**config.mk**
```make
export PLATFORM = sky130hd
export DESIGN_NAME = wallace_mul16_seq_flat
export DESIGN_NICKNAME = d
export VERILOG_FILES = /design/src/rtl/wallace_mul16_seq_if.sv /design/src/rtl/wallace_mul16_seq.sv /design/src/flat_wrapper.sv
export SDC_FILE = /design/constraint.sdc
export NUM_CORES = 1
export LEC_CHECK = 0
export BUFFER_PORTS_ARGS = -buffer_cell sky130_fd_sc_hd__buf_2
export CAP_MARGIN = 20
export CELL_PAD_IN_SITES_DETAIL_PLACEMENT = 1
export CELL_PAD_IN_SITES_GLOBAL_PLACEMENT = 1
export CORE_AREA = 3 3 184 186
export CTS_BUF_LIST = sky130_fd_sc_hd__clkbuf_8
export DETAILED_ROUTE_END_ITERATION = 16
export DIE_AREA = 0 0 187 189
export GPL_ROUTABILITY_DRIVEN = 0
export PLACE_DENSITY = 0.47
export SLEW_MARGIN = 20
export SYNTH_ARGS = -nofsm -noshare
export SYNTH_HDL_FRONTEND = slang
export SYNTH_HIERARCHICAL = 1
export SYNTH_SLANG_ARGS = --single-unit
```
**constraint.sdc**
```tcl
create_clock -name clk -period 10.95 [get_ports clk]
set_input_delay 2.19 -clock clk [delete_from_list [all_inputs] [get_ports clk]]
set_output_delay 2.19 -clock clk [all_outputs]
set_load 0.03 [all_outputs]
```
**src/rtl/wallace_mul16_seq_if.sv**
```systemverilog
// Operand/result handshake bundle for the sequential 16x16 multiplier.
// The master side produces operands and consumes products; the slave side is the multiplier.
interface wallace_mul16_seq_if;
  logic        in_valid;
  logic        in_ready;
  logic [15:0] a;
  logic [15:0] b;
  logic        abort;
  logic        out_valid;
  logic        out_ready;
  logic [31:0] product;
  logic        busy;

  modport master (
    output in_valid, a, b, abort, out_ready,
    input  in_ready, out_valid, product, busy
  );

  modport slave (
    input  in_valid, a, b, abort, out_ready,
    output in_ready, out_valid, product, busy
  );
endinterface

```
**src/rtl/wallace_mul16_seq.sv**
```systemverilog
// Multi-cycle 16x16 unsigned multiplier: one shared 8x8 Wallace-tree multiplier is stepped
// through the byte partial products, which are accumulated into a 32-bit product.

// 8x8 unsigned multiplier: eight partial-product rows reduced by 3:2 carry-save layers.
module wallace (
  input  logic [7:0]  a_0,
  input  logic [7:0]  b_0,
  output logic [15:0] result
);
  logic [15:0] pp_s [8];
  logic [31:0] l1a_s, l1b_s, l2a_s, l2b_s, l3_s, l4_s;

  // Returns {carry, sum}; the carry row is already shifted into its weight.
  function automatic logic [31:0] csa(input logic [15:0] x, input logic [15:0] y,
                                      input logic [15:0] z);
    logic [15:0] s;
    logic [15:0] c;
    s = x ^ y ^ z;
    c = ((x & y) | (x & z) | (y & z)) << 4'd1;
    return {c, s};
  endfunction

  // Partial-product row generation
  always_comb begin
    for (int i = 0; i < 8; i++) begin
      pp_s[i] = ({8'd0, a_0} & {16{b_0[i]}}) << i;
    end
  end

  assign l1a_s  = csa(pp_s[0], pp_s[1], pp_s[2]);
  assign l1b_s  = csa(pp_s[3], pp_s[4], pp_s[5]);
  assign l2a_s  = csa(l1a_s[15:0], l1a_s[31:16], l1b_s[15:0]);
  assign l2b_s  = csa(l1b_s[31:16], pp_s[6], pp_s[7]);
  assign l3_s   = csa(l2a_s[15:0], l2a_s[31:16], l2b_s[15:0]);
  assign l4_s   = csa(l3_s[15:0], l3_s[31:16], l2b_s[31:16]);
  assign result = l4_s[15:0] + l4_s[31:16];
endmodule

module wallace_mul16_seq #(
  parameter bit EARLY_DONE = 1'b0
) (
  input logic               clk,
  input logic               rst_n,
  wallace_mul16_seq_if.slave bus_if
);
  typedef enum logic [1:0] {
    ST_IDLE = 2'd0,
    ST_MUL  = 2'd1,
    ST_DONE = 2'd2
  } state_e;

  state_e      state_q, state_d;
  logic [15:0] a_q, a_d, b_q, b_d;
  logic [31:0] acc_q, acc_d;
  logic [1:0]  step_q, step_d;
  logic [31:0] product_q, product_d;
  logic        in_ready_q, in_ready_d;
  logic        out_valid_q, out_valid_d;
  logic        busy_q, busy_d;

  logic [7:0]  mul_a_s, mul_b_s;
  logic [15:0] mul_res_s;
  logic [31:0] partial_s;
  logic        run1_s, run2_s, run3_s;
  logic        last_s;
  logic [1:0]  next_step_s;

  wallace u_wallace (
    .a_0    (mul_a_s),
    .b_0    (mul_b_s),
    .result (mul_res_s)
  );

  // A step can only be skipped when the byte it multiplies by is zero.
  assign run1_s = (EARLY_DONE == 1'b0) || (b_q[15:8] != 8'd0);
  assign run2_s = (EARLY_DONE == 1'b0) || (a_q[15:8] != 8'd0);
  assign run3_s = run1_s && run2_s;

  // Operand byte select and shift of the partial product for the current step
  always_comb begin
    mul_a_s   = a_q[7:0];
    mul_b_s   = b_q[7:0];
    partial_s = {16'd0, mul_res_s};
    case (step_q)
      2'd0: begin
        mul_a_s   = a_q[7:0];
        mul_b_s   = b_q[7:0];
        partial_s = {16'd0, mul_res_s};
      end
      2'd1: begin
        mul_a_s   = a_q[7:0];
        mul_b_s   = b_q[15:8];
        partial_s = {8'd0, mul_res_s, 8'd0};
      end
      2'd2: begin
        mul_a_s   = a_q[15:8];
        mul_b_s   = b_q[7:0];
        partial_s = {8'd0, mul_res_s, 8'd0};
      end
      2'd3: begin
        mul_a_s   = a_q[15:8];
        mul_b_s   = b_q[15:8];
        partial_s = {mul_res_s, 16'd0};
      end
      default: begin
        mul_a_s   = a_q[7:0];
        mul_b_s   = b_q[7:0];
        partial_s = {16'd0, mul_res_s};
      end
    endcase
  end

  // Next enabled step after the current one; last_s when none remains
  always_comb begin
    next_step_s = 2'd0;
    last_s      = 1'b1;
    case (step_q)
      2'd0: begin
        if (run1_s) begin
          next_step_s = 2'd1;
          last_s      = 1'b0;
        end else if (run2_s) begin
          next_step_s = 2'd2;
          last_s      = 1'b0;
        end else if (run3_s) begin
          next_step_s = 2'd3;
          last_s      = 1'b0;
        end else begin
          last_s      = 1'b1;
        end
      end
      2'd1: begin
        if (run2_s) begin
          next_step_s = 2'd2;
          last_s      = 1'b0;
        end else if (run3_s) begin
          next_step_s = 2'd3;
          last_s      = 1'b0;
        end else begin
          last_s      = 1'b1;
        end
      end
      2'd2: begin
        if (run3_s) begin
          next_step_s = 2'd3;
          last_s      = 1'b0;
        end else begin
          last_s      = 1'b1;
        end
      end
      2'd3:    last_s = 1'b1;
      default: last_s = 1'b1;
    endcase
  end

  // Job sequencing; abort overrides every other request on the same edge
  always_comb begin
    state_d   = state_q;
    a_d       = a_q;
    b_d       = b_q;
    acc_d     = acc_q;
    step_d    = step_q;
    product_d = product_q;
    if (bus_if.abort) begin
      state_d = ST_IDLE;
      acc_d   = 32'd0;
      step_d  = 2'd0;
    end else begin
      case (state_q)
        ST_IDLE: begin
          if (bus_if.in_valid) begin
            a_d     = bus_if.a;
            b_d     = bus_if.b;
            acc_d   = 32'd0;
            step_d  = 2'd0;
            state_d = ST_MUL;
          end else begin
            state_d = ST_IDLE;
          end
        end
        ST_MUL: begin
          acc_d = acc_q + partial_s;
          if (last_s) begin
            product_d = acc_q + partial_s;
            step_d    = 2'd0;
            state_d   = ST_DONE;
          end else begin
            step_d    = next_step_s;
          end
        end
        ST_DONE: begin
          if (bus_if.out_ready) begin
            state_d = ST_IDLE;
          end else begin
            state_d = ST_DONE;
          end
        end
        default: state_d = ST_IDLE;
      endcase
    end
    in_ready_d  = (state_d == ST_IDLE);
    out_valid_d = (state_d == ST_DONE);
    busy_d      = (state_d != ST_IDLE);
  end

  // State and registered outputs
  always_ff @(posedge clk or negedge rst_n) begin
    if (!rst_n) begin
      state_q     <= ST_IDLE;
      a_q         <= 16'd0;
      b_q         <= 16'd0;
      acc_q       <= 32'd0;
      step_q      <= 2'd0;
      product_q   <= 32'd0;
      in_ready_q  <= 1'b1;
      out_valid_q <= 1'b0;
      busy_q      <= 1'b0;
    end else begin
      state_q     <= state_d;
      a_q         <= a_d;
      b_q         <= b_d;
      acc_q       <= acc_d;
      step_q      <= step_d;
      product_q   <= product_d;
      in_ready_q  <= in_ready_d;
      out_valid_q <= out_valid_d;
      busy_q      <= busy_d;
    end
  end

  assign bus_if.in_ready  = in_ready_q;
  assign bus_if.out_valid = out_valid_q;
  assign bus_if.product   = product_q;
  assign bus_if.busy      = busy_q;
endmodule
```
**src/flat_wrapper.sv**
```systemverilog
// flat-port wrapper written by rule: the top's interface ports become plain ports
module wallace_mul16_seq_flat 
#(
  parameter bit EARLY_DONE = 1'b0
)
  (clk, rst_n, bus_if_in_valid, bus_if_a, bus_if_b, bus_if_abort, bus_if_out_ready, bus_if_in_ready, bus_if_out_valid, bus_if_product, bus_if_busy);
  wallace_mul16_seq_if bus_if_i ();
  input logic clk;
  input logic rst_n;
  input wire logic [$bits(bus_if_i.in_valid)-1:0] bus_if_in_valid;
  input wire logic [$bits(bus_if_i.a)-1:0] bus_if_a;
  input wire logic [$bits(bus_if_i.b)-1:0] bus_if_b;
  input wire logic [$bits(bus_if_i.abort)-1:0] bus_if_abort;
  input wire logic [$bits(bus_if_i.out_ready)-1:0] bus_if_out_ready;
  output wire logic [$bits(bus_if_i.in_ready)-1:0] bus_if_in_ready;
  output wire logic [$bits(bus_if_i.out_valid)-1:0] bus_if_out_valid;
  output wire logic [$bits(bus_if_i.product)-1:0] bus_if_product;
  output wire logic [$bits(bus_if_i.busy)-1:0] bus_if_busy;
  assign bus_if_i.in_valid = bus_if_in_valid;
  assign bus_if_i.a = bus_if_a;
  assign bus_if_i.b = bus_if_b;
  assign bus_if_i.abort = bus_if_abort;
  assign bus_if_i.out_ready = bus_if_out_ready;
  assign bus_if_in_ready = bus_if_i.in_ready;
  assign bus_if_out_valid = bus_if_i.out_valid;
  assign bus_if_product = bus_if_i.product;
  assign bus_if_busy = bus_if_i.busy;
  wallace_mul16_seq #(.EARLY_DONE(EARLY_DONE)) u_core (.clk(clk), .rst_n(rst_n), .bus_if(bus_if_i));
endmodule
```
After elaboration in Yosys (flattened, before gate mapping). Cells that the tools add are included.

Memories kept: 0. Register bits after elaboration: 103. Bits in latches: 0. Word-level logic and storage cells: 100. ROM bits: 0. Bits of input ports: 37. Memory bits (writable): 0.

Multiply operators: 0. Equality and inequality tests: 7. $add $sub $neg: 2. Reduce and logical (&&, ||, !) cells: 14. Bitwise operators: 51. Muxes and demuxes: 17. Shift operators: 0. Order comparisons: 0. Divide/modulo/power cells: 0.

Operator list (count): 15-bit bitwise AND (18); 16-bit XOR (12); 15-bit bitwise OR (12); 32-bit case mux with 3 select lines (1); 32-bit 2-to-1 mux (2); 32-bit case mux with 2 select lines (1); 32-bit adder (1); 8-bit case mux with 2 select lines (2); 16-bit adder (1); 8-bit by 16-bit bitwise AND with 16-bit output (1); 8-bit by 15-bit bitwise AND with 15-bit output (1); 8-bit by 14-bit bitwise AND with 14-bit output (1); 8-bit by 13-bit bitwise AND with 13-bit output (1); 8-bit by 12-bit bitwise AND with 12-bit output (1); 2-bit 2-to-1 mux (6); 2-bit case mux with 3 select lines (2); 8-bit by 11-bit bitwise AND with 11-bit output (1); 8-bit by 10-bit bitwise AND with 10-bit output (1); 2-bit OR reduction (5); 8-bit by 9-bit bitwise AND with 9-bit output (1); 2-bit equality test, second input constant (4); 2-bit logical NOT (3); 3-bit AND reduction (2); 2-bit by 1-bit equality test with 1-bit output, second input constant (2); other kinds (9) (9).

Logic depth before layout (Yosys ltp).
Depth after elaboration: 21. Gate-level depth with buffers: 30.

Modules after synthesis. Netlist, hierarchy kept.

Modules (own cells, without submodules): wallace_mul16_seq (seq. area each 2578.7 um^2, cells an instance 663, area each 6164.7 um^2, times used 1); wallace (seq. area each 0.0 um^2, cells an instance 203, area each 1850.5 um^2, times used 1).

Worst setup path before layout. OpenSTA, ideal clock, no wires.

Kind: register -> register. Start point: register u_core.step_q[0]. End point: register u_core.acc_q[24]. Period minus slack after synthesis: 7.232 ns. Path slack: 3.718 ns. Stages on the path, launching flop included: 29. Arrival time: 7.110 ns. Cells stage by stage: dfrtp_1 ha_1 clkbuf_1 nor2_1 mux2_2 and2_1 fa_1 inv_1 fa_1 fa_1 inv_1 fa_1 ha_1 and2_2 o21ai_2 nand2_1 o41ai_2 xnor2_1 nand2_1 o21ai_0 ha_1 buf_6 a21o_1 o21bai_1 a221o_1 a31oi_1 a211oi_1 or3_1 a32o_1.

Word-level cells in the longest chain between the ends: 21.

RTL lines: start: declaration (RTL line wallace_mul16_seq.sv:55) `logic [1:0] step_q, step_d;`; start signal: assignment (RTL line wallace_mul16_seq.sv:223) `step_q <= step_d;`; 2-bit equality test, or another cell as far along (RTL line wallace_mul16_seq.sv:84) `case (step_q)`; 2-bit OR reduction (no line); 8-bit case mux with 2 select lines (*) (RTL line wallace_mul16_seq.sv:84); net u_core.mul_a_s[6] (RTL line wallace_mul16_seq.sv:61) `logic [7:0] mul_a_s, mul_b_s;`; 8-bit by 16-bit bitwise AND with 16-bit output, or another cell as far along (RTL line wallace_mul16_seq.sv:26) `pp_s[i] = ({8'd0, a_0} & {16{b_0[i]}}) << i;`; 15-bit bitwise AND (RTL line wallace_mul16_seq.sv:19) `c = ((x & y) | (x & z) | (y & z)) << 4'd1;`; 15-bit bitwise OR (2 in series) (RTL line wallace_mul16_seq.sv:19); 15-bit bitwise AND (RTL line wallace_mul16_seq.sv:19); [... 5 more ...]; 15-bit bitwise AND (RTL line wallace_mul16_seq.sv:19); 15-bit bitwise OR (2 in series) (RTL line wallace_mul16_seq.sv:19); 16-bit adder (*) (RTL line wallace_mul16_seq.sv:36) `assign result = l4_s[15:0] + l4_s[31:16];`; net u_core.mul_res_s[15] (RTL line wallace_mul16_seq.sv:62) `logic [15:0] mul_res_s;`; 32-bit case mux with 3 select lines (*) (RTL line wallace_mul16_seq.sv:84); 32-bit adder (*) (RTL line wallace_mul16_seq.sv:182) `acc_d = acc_q + partial_s;`; 32-bit case mux with 2 select lines (*) (RTL line wallace_mul16_seq.sv:169) `case (state_q)`; 32-bit 2-to-1 mux (*) (RTL line wallace_mul16_seq.sv:164) `if (bus_if.abort) begin`; end signal: assignment (RTL line wallace_mul16_seq.sv:212) `acc_q <= 32'd0;`; end signal: assignment (RTL line wallace_mul16_seq.sv:222) `acc_q <= acc_d;`; end: declaration (RTL line wallace_mul16_seq.sv:54) `logic [31:0] acc_q, acc_d;`.

Mark *: on every way through the listed nets, which the timed path passes. The rest lies on a longest branch. A chain may end at the register's enable or synchronous reset.

Worst setup path after layout. Ends and elaborated chain as after synthesis.

==> results.yml <==
critical_path:
  crit_path_end_kind: "flop"
  path_class: "flop to flop"
  crit_path_start: "u_core/step_q[0]$_DFFE_PN0P_"
  cp.required_ns: 11.27
  crit_path_start_kind: "flop"
  reg2reg_from: "u_core/step_q[0]$_DFFE_PN0P_"
  path_max_fanout: 23
  cp_data_arrival_time_ns: 8.57
clock_tree:
  clkLatencyLatePin_ns: 0.43
  cts.path.max_buffers: 2
  htree_levels: 3
  cts_post_setup_buffers_inserted: 0
  cts_hold_buffers: 0
  cts_resized: 0
  cts_root_buffer: "clkbuf_8"
  tritoncts: "built"
  clk_pin_slew_ns: 0.11
  cts.sinks: 103
  cts_made_buffers: 9
grt:
  use_met3: 0.02870
  track_usage: 0.1386
  use_met2: 0.2327
  grt_max_degree: 64
  grt_pass1_wl_um: 39160
  grt_pass1_vias: 7024
  antenna_found_initial: 2
  overflow: 0
  use_met1: 0.1848
  top_usage_layer: "met2"
drt:
  ant_nets: 0
  drt_iter0_drc: 265
  wl_um: 23420
  avgRoutedWirePerCell_um: 17.13
  viasPerCell: 4.688
  drt_first_pass_iters: 4
  via_count: 6408
  drc: 0
sta:
  tns_ns: 0
  worst_pin_slew_ns: 0.7966
  period_needed_ns: 8.253
  setup_violations: 0
  rsz0062_at_grt: "no"
  slew_headroom: 0.4670
  clock_skew_ns: 0.01943
  max_freq_ghz: 0.1212
  hold_violations: 0
  fin_crit_sh: 0.7537
  slew_viol_final: 0
synth:
  synthDistinctLibCells: 63
  ys_warn_count: 6
  yosysMostFrequentCell: "nand2_1"
  synthMuxAreaShare: 0.06869
  yosysTopAreaCell: "dfrtp_1"
  synth_area_um2: 8015
  synth_fp_nets: 1004
  async_flop_share: 1.000
  yosysSeqAreaShare: 0.3217
  yosysTopAreaCellShare: 0.3185
  synthAdderAreaFrac: 0.1951
  synth-xor-area-share: 0.03497
  ys.flop_type: "dfrtp_1"
  synth-simple-area-share: 0.1764
  synth_cells: 866
  synth_top_family_by_area: "adder cells"
  synthTopCellsByArea: "dfrtp_1, fa_1, ha_1"
  synth_compound_area_frac: 0.1644
  synth_seq_cells: 103
  synth_area_per_cell_um2: 9.255
  synth_commonest_cells: "nand2_1, dfrtp_1, o21ai_0"
  synth_edf_count: 0
floorplan:
  die_y_um: 189
  fp-row-count: 66
  dieArea_um2: 35340
  io_pins: 72
  start_util: 0.2470
  core-area_um2: 32450
  dieWidth_um: 187
worst_hold_path:
  min_path_type: "flop to flop"
  worstHoldStart: "u_core/bus_if.product[26]$_DFFE_PN0P_"
finish:
  area_growth_syn_to_layout_pct: 12.74
  drive_gt1_frac: 0.1721
  nNetsFinal: 1057
  post-route-util: 0.2784
placed_design:
  port_buffers: 71
  hpwlAfterDp_um: 18470
flow_run:
  maxCapViolCount: 0
run_status:
  status: "finished, final reports clean"
-- placed cells by master (no fill, tap or decap), drive strengths merged, types with 9 or more instances in the layout --
cell	synthesis	layout
nor3	10	10
xor2	14	14
buf	6	77
xnor2	18	18
nor2	38	38
dfrtp	102	102
nand3	18	18
nand2	129	129
mux2	48	48
a21o	20	20
clkbuf	29	9
a22oi	10	10
o21ai	80	80
fa	40	40
nand4	11	11
a21oi	34	34
inv	44	46
ha	61	61
and2	62	62
-- kinds of logic after synthesis --
kind of cell / Yosys count
and+or+nand+nor: 296
muxes: 49
AOI/OAI and AO/OA: 206
adders and majority gates: 101
buffers and inverters: 79
xor gates and xnor gates: 32
DFF: 103
-- routing by layer --
layer / share of wire / vias to the layer above
met5: 0.00030 / -
li1: - / 3111
met4: 0.011 / 2
met3: 0.027 / 22
met1: 0.49 / 3208
met2: 0.47 / 65
-- per-stage QoR --
step                      hold slack [ns]  instances  area [µm²]  setup WS (ns)
final                              0.4826       1367        9036          2.697
after global routing               0.5166       1367        9036          2.105
after CTS                          0.4902       1366        9034          2.628
after detailed placement           0.4662       1350        8837          2.614
after global placement             0.4587       1350        8837          2.761
after floorplan                    0.4563        866        8015          3.718
-- area by class of cell --
cell class	count	area, µm²
Fill cell	3768	23420
Multi-Input combinational cell	684	5137
Sequential cell	103	2579
Tap cell	442	553.0
Timing Repair Buffer	77	402.9
Inverter	44	165.2
Clock buffer	9	123.9
Clock inverter	7	72.57
Antenna cell	1	2.502
-- registers in the layout, summed over array words and instances (netlist names) --
name	cells
u_core/bus_if.out_valid	1
u_core/acc_q	32
u_core/b_q	16
u_core/bus_if.busy	1
u_core/bus_if.product	32
u_core/bus_if.in_ready	1
u_core/a_q	16
u_core/step_q	2
u_core/state_q	2
-- path summary, 6_finish.rpt --
kind | endpoint | slack, ns | cells after the start
hold reg to reg | u_core/bus_if.product[26]$_DFFE_PN0P_ | 0.48 | 2
min in group asynchronous | u_core/acc_q[4]$_DFFE_PN0P_ | 1.78 | 1
setup reg to reg | u_core/acc_q[24]$_DFFE_PN0P_ | 2.70 | 26
setup / recovery | u_core/acc_q[24]$_DFFE_PN0P_ | 2.70 | 26
max in group asynchronous | u_core/step_q[0]$_DFFE_PN0P_ | 7.98 | 2
hold / removal | u_core/bus_if.product[26]$_DFFE_PN0P_ | 0.48 | 2
-- worst max-delay path, cell delays in order, from the launching register on --
cell	delay, ns
dfrtp_1	0.44
ha_1	0.49
nor2_1	0.73
mux2_2	0.48
and2_1	0.19
fa_1	0.53
inv_1	0.05
fa_1	0.46
fa_1	0.54
inv_1	0.05
fa_1	0.48
ha_1	0.35
and3_2	0.24
a211oi_2	0.22
nand2b_1	0.12
a31oi_1	0.21
xnor2_1	0.15
nand2_1	0.07
o21ai_0	0.14
ha_1	0.44
nand2_1	0.10
o21bai_1	0.21
a221o_1	0.20
a31oi_1	0.11
a211oi_1	0.58
o21ai_0	0.26
a32o_1	0.29
Power is not shown: default switching activity piles up to over one toggle a cycle in this logic, so the estimate is an artifact.
